`config.mk`:
```
export PLATFORM = sky130hd
export DESIGN_NAME = mul_div_unit_flat
export DESIGN_NICKNAME = d
export VERILOG_FILES = /design/src/rtl/mul_div_unit_if.sv /design/src/rtl/mul_div_unit.sv /design/src/flat_wrapper.sv
export SDC_FILE = /design/constraint.sdc
export NUM_CORES = 2
export LEC_CHECK = 0
export BUFFER_PORTS_ARGS = -buffer_cell sky130_fd_sc_hd__buf_2
export CORE_ASPECT_RATIO = 0.9
export CORE_MARGIN = 4
export CORE_UTILIZATION = 60
export DETAILED_ROUTE_END_ITERATION = 12
export GPL_ROUTABILITY_DRIVEN = 1
export PLACE_DENSITY_LB_ADDON = 0.2
export RECOVER_POWER = 25
export SETUP_SLACK_MARGIN = 0.5
export SYNTH_ARGS = -nofsm -noshare
export SYNTH_HDL_FRONTEND = slang
export SYNTH_SLANG_ARGS = --single-unit
```
`constraint.sdc`:
```
create_clock -name clk -period 8.36 [get_ports clk]
set_clock_uncertainty 0.15 [all_clocks]
set_input_delay 1.672 -clock clk [delete_from_list [all_inputs] [get_ports clk]]
set_output_delay 1.672 -clock clk [all_outputs]
set_load 0.02 [all_outputs]
```
`src/rtl/mul_div_unit_if.sv`:
```
// mul_div_unit_if
//   Groups the E-stage request signals and the HI/LO/Busy results of the
//   multiply/divide unit into one bundle.
//   master : the pipeline side; drives the requests and reads HI, LO, Busy.
//   slave  : the mul_div_unit side.
//   Signals:
//     Start  launch a multiply/divide this cycle
//     MDOp   00 mult, 01 multu, 10 div, 11 divu
//     MtHi   write A into HI
//     MtLo   write A into LO
//     Flush  exception/interrupt; cancels this cycle's requests
//     A, B   operands (A is also the mthi/mtlo source)
//     HI, LO architectural result registers
//     Busy   stall request, high while an operation is pending or launching
interface mul_div_unit_if;
  logic        Start;
  logic [1:0]  MDOp;
  logic        MtHi;
  logic        MtLo;
  logic        Flush;
  logic [31:0] A;
  logic [31:0] B;
  logic [31:0] HI;
  logic [31:0] LO;
  logic        Busy;

  modport master (
    output Start, MDOp, MtHi, MtLo, Flush, A, B,
    input  HI, LO, Busy
  );

  modport slave (
    input  Start, MDOp, MtHi, MtLo, Flush, A, B,
    output HI, LO, Busy
  );
endinterface

```
`src/rtl/mul_div_unit.sv`:
```
// mul_div_unit
//   Multicycle multiply/divide unit with architectural HI/LO registers.
//   A Start in IDLE latches the operands and runs for 5 cycles (mult/multu)
//   or 10 cycles (div/divu); HI/LO are written at the last edge of the run.
//   mthi/mtlo write HI/LO directly when the unit is idle.
//   Ports:
//     clk    system clock, rising edge
//     reset  asynchronous, active-low reset
//     bus    mul_div_unit_if.slave (Start, MDOp, MtHi, MtLo, Flush, A, B in;
//            HI, LO, Busy out)
//   Configuration:
//     MDU_DIV_EN  when defined, div/divu are supported; when undefined, the
//                 divider is not built and MDOp 10/11 requests are ignored.
module mul_div_unit (
  input  logic          clk,
  input  logic          reset,
  mul_div_unit_if.slave bus
);

  typedef enum logic {IDLE = 1'b0, RUN = 1'b1} state_t;

  state_t      stateQ, stateD;
  logic [3:0]  cntQ, cntD;
  logic [1:0]  opQ;
  logic [31:0] aQ, bQ;
  logic [31:0] hiQ, hiD;
  logic [31:0] loQ, loD;

  logic        opOk;
  logic        accept;
  logic        mtOk;
  logic        done;
  logic        signedOp;
  logic [63:0] aExt, bExt, prod;
  logic [31:0] resHi, resLo;
  logic        resValid;

`ifdef MDU_DIV_EN
  assign opOk = 1'b1;
`else
  assign opOk = ~bus.MDOp[1];
`endif

  assign accept = (stateQ == IDLE) & bus.Start & ~bus.Flush & opOk;
  // Start has priority over mthi/mtlo issued in the same cycle
  assign mtOk   = (stateQ == IDLE) & ~bus.Start & ~bus.Flush;
  assign done   = (stateQ == RUN) & (cntQ == 4'd1);

  assign bus.Busy = accept | (stateQ == RUN);
  assign bus.HI   = hiQ;
  assign bus.LO   = loQ;

  // One 64x64 multiplier serves both mult and multu: sign-extending the
  // operands for mult makes the low 64 bits the signed product
  assign signedOp = ~opQ[0];
  assign aExt     = {{32{signedOp & aQ[31]}}, aQ};
  assign bExt     = {{32{signedOp & bQ[31]}}, bQ};
  assign prod     = aExt * bExt;

`ifdef MDU_DIV_EN
  logic        aNeg, bNeg;
  logic [31:0] aMag, bMag, bSafe, qMag, rMag, quot, rem;

  // Divide on magnitudes, then restore signs: quotient truncates toward
  // zero and the remainder follows the dividend
  assign aNeg  = signedOp & aQ[31];
  assign bNeg  = signedOp & bQ[31];
  assign aMag  = aNeg ? (32'd0 - aQ) : aQ;
  assign bMag  = bNeg ? (32'd0 - bQ) : bQ;
  // A zero divisor never writes back; substitute 1 to keep the divider defined
  assign bSafe = (bMag == 32'd0) ? 32'd1 : bMag;
  assign qMag  = aMag / bSafe;
  assign rMag  = aMag % bSafe;
  assign quot  = (aNeg ^ bNeg) ? (32'd0 - qMag) : qMag;
  assign rem   = aNeg ? (32'd0 - rMag) : rMag;

  assign resHi    = opQ[1] ? rem  : prod[63:32];
  assign resLo    = opQ[1] ? quot : prod[31:0];
  assign resValid = ~opQ[1] | (bQ != 32'd0);
`else
  assign resHi    = prod[63:32];
  assign resLo    = prod[31:0];
  assign resValid = ~opQ[1];
`endif

  // State register and run counter
  always_ff @(posedge clk or negedge reset) begin
    if (!reset) begin
      stateQ <= IDLE;
      cntQ   <= 4'd0;
    end else begin
      stateQ <= stateD;
      cntQ   <= cntD;
    end
  end

  // Next state: load the run length on accept, count down to 1 in RUN
  always_comb begin
    stateD = stateQ;
    cntD   = cntQ;
    case (stateQ)
      IDLE: begin
        if (accept) begin
          stateD = RUN;
          cntD   = bus.MDOp[1] ? 4'd10 : 4'd5;
        end
      end
      RUN: begin
        cntD = cntQ - 4'd1;
        if (cntQ == 4'd1) begin
          stateD = IDLE;
        end
      end
      default: stateD = IDLE;
    endcase
  end

  // Output logic: result write-back at the end of a run, else mthi/mtlo
  always_comb begin
    hiD = hiQ;
    loD = loQ;
    if (done) begin
      if (resValid) begin
        hiD = resHi;
        loD = resLo;
      end
    end else if (mtOk) begin
      if (bus.MtHi) hiD = bus.A;
      if (bus.MtLo) loD = bus.A;
    end
  end

  // Operand latches and HI/LO registers
  always_ff @(posedge clk or negedge reset) begin
    if (!reset) begin
      opQ <= 2'b00;
      aQ  <= 32'd0;
      bQ  <= 32'd0;
      hiQ <= 32'd0;
      loQ <= 32'd0;
    end else begin
      if (accept) begin
        opQ <= bus.MDOp;
        aQ  <= bus.A;
        bQ  <= bus.B;
      end
      hiQ <= hiD;
      loQ <= loD;
    end
  end

endmodule

```
`src/flat_wrapper.sv`:
```
// flat-port wrapper written by rule: the top's interface ports become plain ports
module mul_div_unit_flat 
  (clk, reset, bus_Start, bus_MDOp, bus_MtHi, bus_MtLo, bus_Flush, bus_A, bus_B, bus_HI, bus_LO, bus_Busy);
  mul_div_unit_if bus_i ();
  input  logic clk;
  input  logic reset;
  input wire logic [$bits(bus_i.Start)-1:0] bus_Start;
  input wire logic [$bits(bus_i.MDOp)-1:0] bus_MDOp;
  input wire logic [$bits(bus_i.MtHi)-1:0] bus_MtHi;
  input wire logic [$bits(bus_i.MtLo)-1:0] bus_MtLo;
  input wire logic [$bits(bus_i.Flush)-1:0] bus_Flush;
  input wire logic [$bits(bus_i.A)-1:0] bus_A;
  input wire logic [$bits(bus_i.B)-1:0] bus_B;
  output wire logic [$bits(bus_i.HI)-1:0] bus_HI;
  output wire logic [$bits(bus_i.LO)-1:0] bus_LO;
  output wire logic [$bits(bus_i.Busy)-1:0] bus_Busy;
  assign bus_i.Start = bus_Start;
  assign bus_i.MDOp = bus_MDOp;
  assign bus_i.MtHi = bus_MtHi;
  assign bus_i.MtLo = bus_MtLo;
  assign bus_i.Flush = bus_Flush;
  assign bus_i.A = bus_A;
  assign bus_i.B = bus_B;
  assign bus_HI = bus_i.HI;
  assign bus_LO = bus_i.LO;
  assign bus_Busy = bus_i.Busy;
  mul_div_unit u_core (.clk(clk), .reset(reset), .bus(bus_i));
endmodule
```
==> results.yml <==
floorplan:
  die_y_um: 264
  pin_count: 137
  dieArea_mm2: 0.0771
  rows: 93
  core-area_mm2: 0.0718
  die_x_um: 292
  start_util: 0.607
routing:
  drtAntennaViolNets: 0
  avgRoutedWirePerCell_um: 21.6
  routed_wl_mm: 128
  vias: 33502
  drtIter0Drc: 2793
  dr.pass1.iters: 5
  drc_errors: 0
  viasPerCell: 5.64
logic_synthesis:
  synth_cells: 4815
  synth_top_area_cell: "fa_1"
  syn_area_mm2: 0.0436
  seq_area_frac_synth: 0.0775
  ys_seq_elements: 135
  syn_avg_cell_area_um2: 9.06
  synth_flop_cell: "dfrtp_1"
  synth.distinct_cells: 69
  synth_nets: 6226
  synthArstFlopShare: 1.00
  yosysWarnings: 0
  synth_commonest_cells: "1125 x fa_1, 1108 x inv_1, 985 x nand2_1"
  synth_top_area_frac: 0.516
  synth.most_common_cell: "fa_1"
  synthTopCellsByArea: "fa_1 52%, inv_1 9.5%, nand2_1 8.5%"
  synth-edff-count: 0
worst_setup_path:
  path_class: "flip-flop to flip-flop"
  end_kind: "flip-flop"
  worstPathRequired_ns: 8.53
  cpLargestDelayFamily: "adder cells"
  path_common_cell: "fa_1"
  crit_slowest_cell: "fa_2"
  crit_path_start_kind: "flip-flop"
  max_stage_delay_ns: 0.59
  cp_data_arrival_time_ns: 8.13
  cp_num_buf_inv: 8
  crit_fanout: 12
timing:
  rsz0062_at_grt: "true"
  relSlewSlack: -2.21
  fin_tns_setup_ns: 0
  fmaxAchievable_mhz: 126
  min_period_ns: 7.95
  drv_slew: 174
  finalCritPeriodShare: 0.951
  timing.final.hold_violations: 0
  tightest_slew_ns: 4.82
  setup_violations: 0
run_status:
  violations: "capacitance limit, slew limit"
  status: "finished with violations"
worst_hold_path:
  min_path_type: "flip-flop to flip-flop"
global_route:
  globalRouteOverflowTotal: 0
  grt_start_max_net_pins: 82
  grt_usage: 0.338
  grt_pass1_vias: 35434
  antenna_found_initial: 3
  grt_first_pass_wirelength_mm: 203
cells_and_area:
  area_growth_pct: 12.1
  drive_gt1_frac: 0.138
  nNetsFinal: 6386
clock_tree:
  insertion_delay_ns: 0.47
  cts_buffers: 17
  cts_tree: "yes"
  cts_sinks: 135
  htreeDepth: 4
  cts_root_buf: "clkbuf_16"
  ctsLongestPathBuffers: 2
  clk_pin_slew_ns: 0.08
  cts_hold_buffers: 0
placement:
  io_buffers: 136
  dp_hpwl_mm: 103
  gp_congestion: 0.979
flow_run:
  cap_violations: 3
## what timing repair did
item,4_1_cts,5_1_grt
resized for setup,83,215
setup buffers,34,61
pin swaps,31,103
endpoints found under the setup margin,33,34
gates cloned,4,3
## area by class of cell
cell class	count	area (µm²)
sequential	135	3460
fill	5598	22900
multi-input combinational	3294	35900
inverter	1108	4170
tap	950	1190
antenna	3	7.51
clock buffer	18	439
timing repair buffer	419	3620
clock inverter	14	134
## worst min-delay path, stage by stage, from the launching register on
cell and delay (ns):
dfrtp_1 0.34, nand2_1 0.05, nand3_1 0.05
## state kept, by name, indices dropped and copies added (netlist names)
register	cells
u_core.bQ	32
u_core.aQ	32
u_core.bus.HI	32
u_core.cntQ	4
u_core.stateQ	1
u_core.bus.LO	32
u_core.opQ	2
## cells in the final DEF (no fill, tap or decap), drive strengths merged, types with 3 or more instances in the layout
cell and n:
a21oi 104, o221ai 6, o21a 8, nor2 86, nor3 18, buf 394, a41oi 3, o211ai 7
a31oi 15, mux2i 9, fa 1125, nand4 13, nor2b 10, ha 214, inv 1115, clkbuf 40
o21bai 11, diode 3, a21boi 6, a211oi 5, xor2 21, o22ai 9, nand2b 4, a21o 34
dfrtp 135, mux2 5, and3 15, o31a 3, xnor2 49, or4 6, o21ai 63, clkinvlp 4
bufbuf 3, nand2 985, clkinv 3, or2 12, and2 378, nand3 36, o2111ai 4
## metal layers
metal / vias to the layer above / global-route usage / wire length, µm
li1: 14200 / - / -
met1: 17301 / 0.500 / 51700
met2: 1799 / 0.502 / 56700
met3: 202 / 0.0954 / 15900
met4: 0 / 0.0803 / 3750
met5: - / 0 / 0
## final timing paths
| kind | from | to | slack (ns) | cells after the start |
|---|---|---|---|---|
| hold reg to reg | u_core.bus.HI[0]$_DFFE_PN0P_ | u_core.bus.HI[0]$_DFFE_PN0P_ | 0.33 | 2 |
| setup reg to reg | u_core.bQ[0]$_DFFE_PN0P_ | u_core.bus.HI[17]$_DFFE_PN0P_ | 0.41 | 28 |
| min in group asynchronous | reset | u_core.bQ[21]$_DFFE_PN0P_ | 2.77 | 1 |
| hold / removal | u_core.bus.HI[0]$_DFFE_PN0P_ | u_core.bus.HI[0]$_DFFE_PN0P_ | 0.33 | 2 |
| setup / recovery | u_core.bQ[0]$_DFFE_PN0P_ | u_core.bus.HI[17]$_DFFE_PN0P_ | 0.41 | 28 |
| max in group asynchronous | reset | u_core.bQ[12]$_DFFE_PN0P_ | 1.80 | 1 |
## logic make-up after synthesis
group | count (synthesis) | share of synthesized area
and+or+nand+nor | 1575 | 0.164
buffers and inverters | 1386 | 0.120
adders and majority gates | 1339 | 0.578
AOI/OAI and AO/OA | 296 | 0.0439
DFF | 135 | 0.0775
xor gates and xnor gates | 70 | 0.0141
muxes | 14 | 0.00336
## stage by stage
step	cell area (µm²)	util	setup WS, ns	cells	hold slack [ns]
after floorplan	43600	-	0.505	4815	0.318
after global placement	46200	0.644	0.183	5804	0.308
after detailed placement	46200	0.644	0.132	5804	0.312
after CTS	47500	0.662	0.464	5874	0.327
after global routing	48900	0.681	0.254	5938	0.348
final	48900	0.681	0.407	5941	0.326
Power is left out: the tool's default activity adds up to more than one toggle a clock period on the data nets, which glitch-free logic cannot reach.
